### src/rtl/gowin_div_u24_by_u12.sv
// gowin_div_u24_by_u12: sequential radix-2 restoring unsigned divider, one quotient bit per enabled cycle.
//
// Ports:
//   clk          rising-edge clock
//   reset_n      asynchronous active-low reset
//   ce           clock enable; low freezes every register including done
//   start        request, accepted when ce=1 and busy=0
//   dividend     DW_N-bit numerator, captured on the accepted start edge
//   divisor      DW_D-bit denominator, captured on the accepted start edge
//   busy         iteration in progress
//   done         one-enabled-cycle pulse; results valid from this cycle on
//   quotient     DW_N-bit result, held until the next done
//   remainder    DW_D-bit result, held until the next done
//   div_by_zero  set with a result produced from a zero divisor
//
// Optional build macro GOWIN_DIV_ROUND_EN: round the quotient to nearest
// (half up, saturating); the remainder stays truncated.
module gowin_div_u24_by_u12 #(
    parameter int DW_N = 24,
    parameter int DW_D = 12
) (
    input  logic            clk,
    input  logic            reset_n,
    input  logic            ce,
    input  logic            start,
    input  logic [DW_N-1:0] dividend,
    input  logic [DW_D-1:0] divisor,
    output logic            busy,
    output logic            done,
    output logic [DW_N-1:0] quotient,
    output logic [DW_D-1:0] remainder,
    output logic            div_by_zero
);
    localparam int CW = $clog2(DW_N + 1);
    typedef enum logic {IDLE, RUN} state_t;
    state_t state, state_n;
    logic [DW_N-1:0] q_r, q_n, q_step, quo_n;
    logic [DW_D-1:0] r_r, r_n, r_step, d_r, d_n, rem_n;
    logic [DW_D:0] t;
    logic [CW-1:0] cnt, cnt_n;
    logic ge, done_n, dbz_n;
    // The partial remainder is always below the divisor, so it is kept DW_D
    // wide; the trial value t carries the one extra bit.
    always_comb begin
        t = {r_r, q_r[DW_N-1]};
        ge = t >= {1'b0, d_r};
        r_step = ge ? DW_D'(t - {1'b0, d_r}) : t[DW_D-1:0];
        q_step = {q_r[DW_N-2:0], ge};
    end
    always_comb begin
        state_n = state;
        q_n = q_r;
        r_n = r_r;
        d_n = d_r;
        cnt_n = cnt;
        quo_n = quotient;
        rem_n = remainder;
        dbz_n = div_by_zero;
        done_n = 1'b0;
        if (state == IDLE) begin
            if (start && divisor == '0) begin
                quo_n = '1;
                rem_n = dividend[DW_D-1:0];
                dbz_n = 1'b1;
                done_n = 1'b1;
            end else if (start) begin
                q_n = dividend;
                r_n = '0;
                d_n = divisor;
                cnt_n = CW'(DW_N);
                state_n = RUN;
            end
        end else begin
            q_n = q_step;
            r_n = r_step;
            cnt_n = cnt - 1'b1;
            if (cnt == CW'(1)) begin
`ifdef GOWIN_DIV_ROUND_EN
                quo_n = ({r_step, 1'b0} >= {1'b0, d_r}) && !(&q_step) ?
                        q_step + {{(DW_N-1){1'b0}}, 1'b1} : q_step;
`else
                quo_n = q_step;
`endif
                rem_n = r_step;
                dbz_n = 1'b0;
                done_n = 1'b1;
                state_n = IDLE;
            end
        end
    end
    always_ff @(posedge clk or negedge reset_n) begin
        if (!reset_n) begin
            state <= IDLE;
            q_r <= '0;
            r_r <= '0;
            d_r <= '0;
            cnt <= '0;
            quotient <= '0;
            remainder <= '0;
            div_by_zero <= 1'b0;
            done <= 1'b0;
        end else if (ce) begin
            state <= state_n;
            q_r <= q_n;
            r_r <= r_n;
            d_r <= d_n;
            cnt <= cnt_n;
            quotient <= quo_n;
            remainder <= rem_n;
            div_by_zero <= dbz_n;
            done <= done_n;
        end
    end
    assign busy = state == RUN;
endmodule

### config.mk
export PLATFORM = sky130hd
export DESIGN_NAME = gowin_div_u24_by_u12
export DESIGN_NICKNAME = d
export VERILOG_FILES = /design/src/rtl/gowin_div_u24_by_u12.sv
export SDC_FILE = /design/constraint.sdc
export NUM_CORES = 1
export LEC_CHECK = 0
export CORE_UTILIZATION = 45
export CTS_CLUSTER_SIZE = 24
export DETAILED_ROUTE_END_ITERATION = 8
export PLACE_DENSITY = 0.73
export SYNTH_ARGS = -nofsm -noshare
export SYNTH_HDL_FRONTEND = slang
export SYNTH_SLANG_ARGS = --single-unit
### constraint.sdc
create_clock -name clk -period 2.51 [get_ports clk]
set_input_delay 0.3765 -clock clk [delete_from_list [all_inputs] [get_ports clk]]
set_output_delay 0.3765 -clock clk [all_outputs]
set_load 0.02 [all_outputs]
---- Word-level counts from Yosys, hierarchy flattened ----
Cells that the tools add are included.
cells by class
  add/sub/neg operators ................... 2
  order comparisons ....................... 1
  equal/unequal tests ..................... 3
  muxes and demuxes ....................... 26
  bitwise gates (word level) .............. 2
  reductions and logical operators ........ 7
operators by type and width
  cell                                                                number
  24-bit two-way mux                                                  6
  12-bit two-way mux                                                  7
  5-bit two-way mux                                                   3
  13-bit by 12-bit >= comparator with 1-bit output                    1
  12-bit zero test                                                    1
  12-bit subtractor                                                   1
  1-bit two-way mux                                                   10
  3-bit AND reduction                                                 2
  5-bit by 1-bit == test with 1-bit output, second input constant     1
  5-bit by 1-bit subtractor with 5-bit output, second input constant  1
  4-bit AND reduction                                                 1
  2-bit nonzero test                                                  2
  2-bit by 1-bit != test with 1-bit output, second input constant     1
  2-bit != test, second input constant                                1
  1-bit inverter                                                      2
  1-bit logical AND                                                   1
storage, ports and cells
  register bits after elaboration ......... 92
  bits of input ports ..................... 40
  output and inout bits ................... 39
  word-level logic and storage cells ...... 50

---- Longest topological paths before layout ----
  depth in word-level cells ............... 4
  mapped depth ............................ 11
  depth with buffers taken out ............ 11

---- Worst setup path after synthesis ----
OpenSTA, ideal clock, no wires.
  path kind ............................... flip-flop to flip-flop
  start ................................... register q_r[23]
  end ..................................... register remainder[8]
  arrival ................................. 2.212 ns
  data required time ...................... 2.387 ns
  slack ................................... 0.175 ns
  cell stages (with the launch flop) ...... 12
  cells stage by stage .................... dfrtp_1 -> inv_1 -> ha_1 -> inv_1 -> fa_1 -> a21o_1 -> a221oi_2 -> o21bai_1 -> a21oi_1 -> xor2_1 -> o21ai_0 -> o221a_2
on the way
  cells in the longest elaborated chain, start to end .. 4
  elaborated cells on any way between the ends .. 5
  classes of those cells .................. add/sub (1); order compare (1); mux (3)
ends and longest elaborated chain
  item                                                                                          line    text
  from (decl)                                                                                   37      logic [DW_N-1:0] q_r, q_n, q_step, quo_n;
  from (signal assigned)                                                                        104     q_r <= q_n;
  12-bit subtractor / 13-bit by 12-bit >= comparator with 1-bit output (equally long branches)  47, 46
  12-bit two-way mux (*)                                                                        47      r_step = ge ? DW_D'(t - {1'b0, d_r}) : t[DW_D-1:0];
  12-bit two-way mux (*)                                                                        77      if (cnt == CW'(1)) begin
  12-bit two-way mux (*)                                                                        60      if (state == IDLE) begin
  to (signal assigned)                                                                          109     remainder <= rem_n;
  to (decl)                                                                                     31      output logic [DW_D-1:0] remainder,
Every way passes the cells marked *; elsewhere a longest branch is shown, timed or not. The select of a mux whose other input is x is not followed.
A chain may end at the register's enable or synchronous reset.

---- Worst setup path in the final report ----
  start ................................... register r_r[3]
  end ..................................... register remainder[10]
on the way
  cells in the longest elaborated chain, start to end .. 4
  elaborated cells on any way between the ends .. 5
  classes of those cells .................. add/sub (1); order compare (1); mux (3)
ends and longest elaborated chain
  item                                                                                          line    text
  from (decl)                                                                                   38      logic [DW_D-1:0] r_r, r_n, r_step, d_r, d_n, rem_n;
  from (signal assigned)                                                                        105     r_r <= r_n;
  12-bit subtractor / 13-bit by 12-bit >= comparator with 1-bit output (equally long branches)  47, 46
  12-bit two-way mux (*)                                                                        47
  12-bit two-way mux (*)                                                                        77
  12-bit two-way mux (*)                                                                        60
Marked as above.

==> impl_metrics.json <==
{
  "status": "finished, final reports clean",
  "die_area_mm2": 0.0108,
  "async_flop_share_pct": 100,
  "fin_nets": 651,
  "leakage_nw": 2.90,
  "grt_pass1_vias": 3920,
  "netSwitchingFraction_pct": 40.4,
  "cts_buffers": 9,
  "synth_fp_nets": 554,
  "fillers": 851,
  "max_slew.worst_pin.slew_ns": 0.613,
  "io_pins": 79,
  "synth-seq-cells": 92,
  "min-delay-start": "quotient[8]",
  "fin_crit_ns": 2.46,
  "slowest_stage": "dfrtp_1",
  "drv_cap": 0,
  "hold_ws_ns": 0.505,
  "p_sw_w": 0.00285,
  "wirelength_mm": 11.7,
  "rsz0062_at_grt": "true",
  "gp_congestion": 0.881,
  "path_clk_slew_ns": 0.09,
  "grt_pass1_wl_mm": 19.1,
  "final_area_mm2": 0.00612,
  "critPathCaptureType": "flip-flop",
  "ir_worst_vdd_v": 0.000485,
  "synth_edf_count": 0,
  "powerDensity_mw_per_mm2": 1150,
  "antenna_found_initial": 0,
  "hold_viol": 0,
  "std_cell_rows": 36,
  "gr-total-overflow": 0,
  "seq_power_share_pct": 35.4,
  "slew_violations": 0,
  "clk_path_buf_depth": 2,
  "io_buffers": 78,
  "synth_area_mm2": 0.00466,
  "detailed_place_hpwl_mm": 8.51,
  "syn_area_per_cell_um2": 9.34,
  "p_clk_share_pct": 14.5,
  "cts_root_buf": "clkbuf_8",
  "vias": 3980,
  "startpoint": "r_r[3]",
  "cp.required_ns": 2.76,
  "p_int_w": 0.00421,
  "synth_flop_cell": "dfrtp_1",
  "avgViaCountPerCell": 5.43,
  "drt_iter0_markers": 187,
  "cp-start-kind": "flip-flop",
  "hold_path.class": "reg2reg",
  "core_area_mm2": 0.00991,
  "finalSetupViolCount": 0,
  "antenna_cells": 0,
  "cts_tree": "built",
  "synth_seq_area_share_pct": 49.4,
  "clock_latency_ns": 0.37,
  "clock.fmax_ghz": 0.407,
  "layout-drive-gt1-share_pct": 12.5,
  "yosysUniqueCellTypes": 50,
  "grt_max_degree": 42,
  "area_delta_synth_final_pct": 31.5,
  "final_antenna_net_count": 0,
  "clock-sinks": 92,
  "cp_max_fo": 4,
  "slew_headroom_pct": 59.0,
  "avgRoutedWirePerCell_um": 16.0,
  "timing.final.crit_share_pct": 98.0,
  "die_w_um": 104,
  "power_frac_comb_pct": 50.1,
  "drc": 0,
  "critical_path_class": "reg2reg",
  "initial_core_util_pct": 47.0,
  "placed_area_mm2": 0.00577,
  "r2r-start": "r_r[3]",
  "first_pass_iters": 5,
  "cts.htree.levels": 3,
  "synthCells": 499,
  "path_cells": "ha_1 > a21o_4 > a31oi_4 > nand3_2 > a221oi_4 > buf_4 > mux2_2 > nand2_1 > a21oi_1",
  "slowest_delay_ns": 0.42,
  "clock_skew_ns": 0.0164,
  "ys_warn_count": 0,
  "grt.total_usage_pct": 22.2,
  "die_y_um": 104,
  "cp.arrival_ns": 2.71
}
[state kept, by name, indices dropped and copies added, names as in the netlist]
name	count
busy	1
q_r	24
done	1
cnt	5
r_r	12
d_r	12
remainder	12
div_by_zero	1
quotient	24
[per-stage QoR]
stage | cells | worst slack, ns | total power (W) | utilization [%] | TNS (ns)
after floorplan | 499 | 0.175 | 0.00453 | - | 0
after global placement | 712 | 0.0387 | 0.00563 | 58.3 | 0
after detailed placement | 712 | -0.00628 | 0.00573 | 58.3 | -0.00628
after CTS | 728 | 0.00904 | 0.00680 | 60.5 | 0
after global routing | 733 | -0.0295 | 0.00753 | 61.8 | -0.0974
final | 733 | 0.0506 | 0.00706 | 61.8 | 0
[logic make-up (layout without fill, tap and decap cells)]
family                   count (synthesis)  count (layout)  share of synthesized area, %
multiplexers                            36              36                          7.79
buffers and inverters                   49             150                          4.38
adder cells (fa/ha/maj)                 15              15                          4.19
AND/OR/NAND/NOR                        164             164                          15.3
flip-flops                              92              92                          49.4
AO/OA/AOI/OAI                          132             132                          16.8
XOR/XNOR                                11              11                          2.07
[final cells by class]
class,instances,area [µm²],share of cell area [%]
multi-input combinational,358,2240,36.7
clock inverter,6,72.6,1.19
tap,133,166,2.72
inverter,21,78.8,1.29
sequential,92,2300,37.6
timing repair buffer,114,1130,18.5
clock buffer,9,124,2.02
[placed cells by master, fill, tap and decap left out, types with 13 or more instances in the layout]
master | Yosys | routed
nor2_1 | 26 | 26
clkdlybuf4s50_1 | 0 | 77
inv_1 | 21 | 19
dfrtp_1 | 92 | 91
a21oi_1 | 23 | 23
mux2i_1 | 34 | 33
buf_4 | 1 | 28
nand2_1 | 101 | 101
o21ai_0 | 76 | 74
ha_1 | 14 | 13
[worst max-delay path, delay by kind of cell, from the launching register on]
| kind | cells | cell delay [ns] |
|---|---|---|
| compound gates | 4 | 0.87 |
| fa+ha+maj | 1 | 0.35 |
| buf+inv | 1 | 0.18 |
| flops | 1 | 0.42 |
| mux | 1 | 0.33 |
| simple gates | 2 | 0.22 |
[power by group through the flow]
stage | Sequential, W | Combinational, W | Clock, W
floorplan | 0.00266 | 0.00187 | 0
global route | 0.00257 | 0.00387 | 0.00109
detailed placement | 0.00252 | 0.00322 | 0
CTS | 0.00249 | 0.00327 | 0.00104
global placement | 0.00249 | 0.00314 | 0
finish | 0.00250 | 0.00354 | 0.00102
[final timing paths]
kind | to | cells past startpoint | slack, ns
setup / recovery | remainder[10] | 9 | 0.05
hold / removal | quotient[8] | 2 | 0.50
setup reg to reg | remainder[10] | 9 | 0.05
hold reg to reg | quotient[8] | 2 | 0.50
max in group asynchronous | remainder[2] | 3 | 1.32
min in group asynchronous | q_r[11] | 2 | 0.54
[routing by layer]
layer / wire length, µm / global-route usage, %
met1: 5130 / 28.5
met2: 5930 / 37.7
met5: 0 / 0
met4: 180 / 7.45
met3: 475 / 4.22
[cells in the mapped netlist, types with 2 or more instances]
master      n  area [µm²]
nor2_1     26        97.6
a21o_1      4        30.0
buf_2       7        35.0
nand3_2     2        20.0
mux2i_1    34         340
a31oi_2     2        25.0
mux2_2      2        22.5
nand2b_1    2        12.5
or3_1       2        12.5
xnor2_1     7        61.3
nor4_1      4        25.0
and3_1      3        18.8
nand3b_1    3        22.5
ha_1       14         175
dfrtp_1    92        2300
o21ai_0    76         380
o221ai_1    2        17.5
o22ai_1     2        12.5
a21boi_0    5        37.5
a31oi_1     4        25.0
nor3_1      5        25.0
nand4_1     2        12.5
and2_1      2        12.5
nand2_1   101         379
clkbuf_1   19        71.3
nor2b_1     3        18.8
xor2_1      4        35.0
nand3_1     5        25.0
inv_1      21        78.8
a21oi_1    23         115
o21ai_1     2        10.0
[what timing repair did]
item	CTS	global route
resized for setup	1	19
pin swaps	0	7
hold buffers	1	0
setup buffers	0	5
setup endpoints to repair	2	23
hold endpoints to repair	12	0
(Power assumes the default switching activity.)
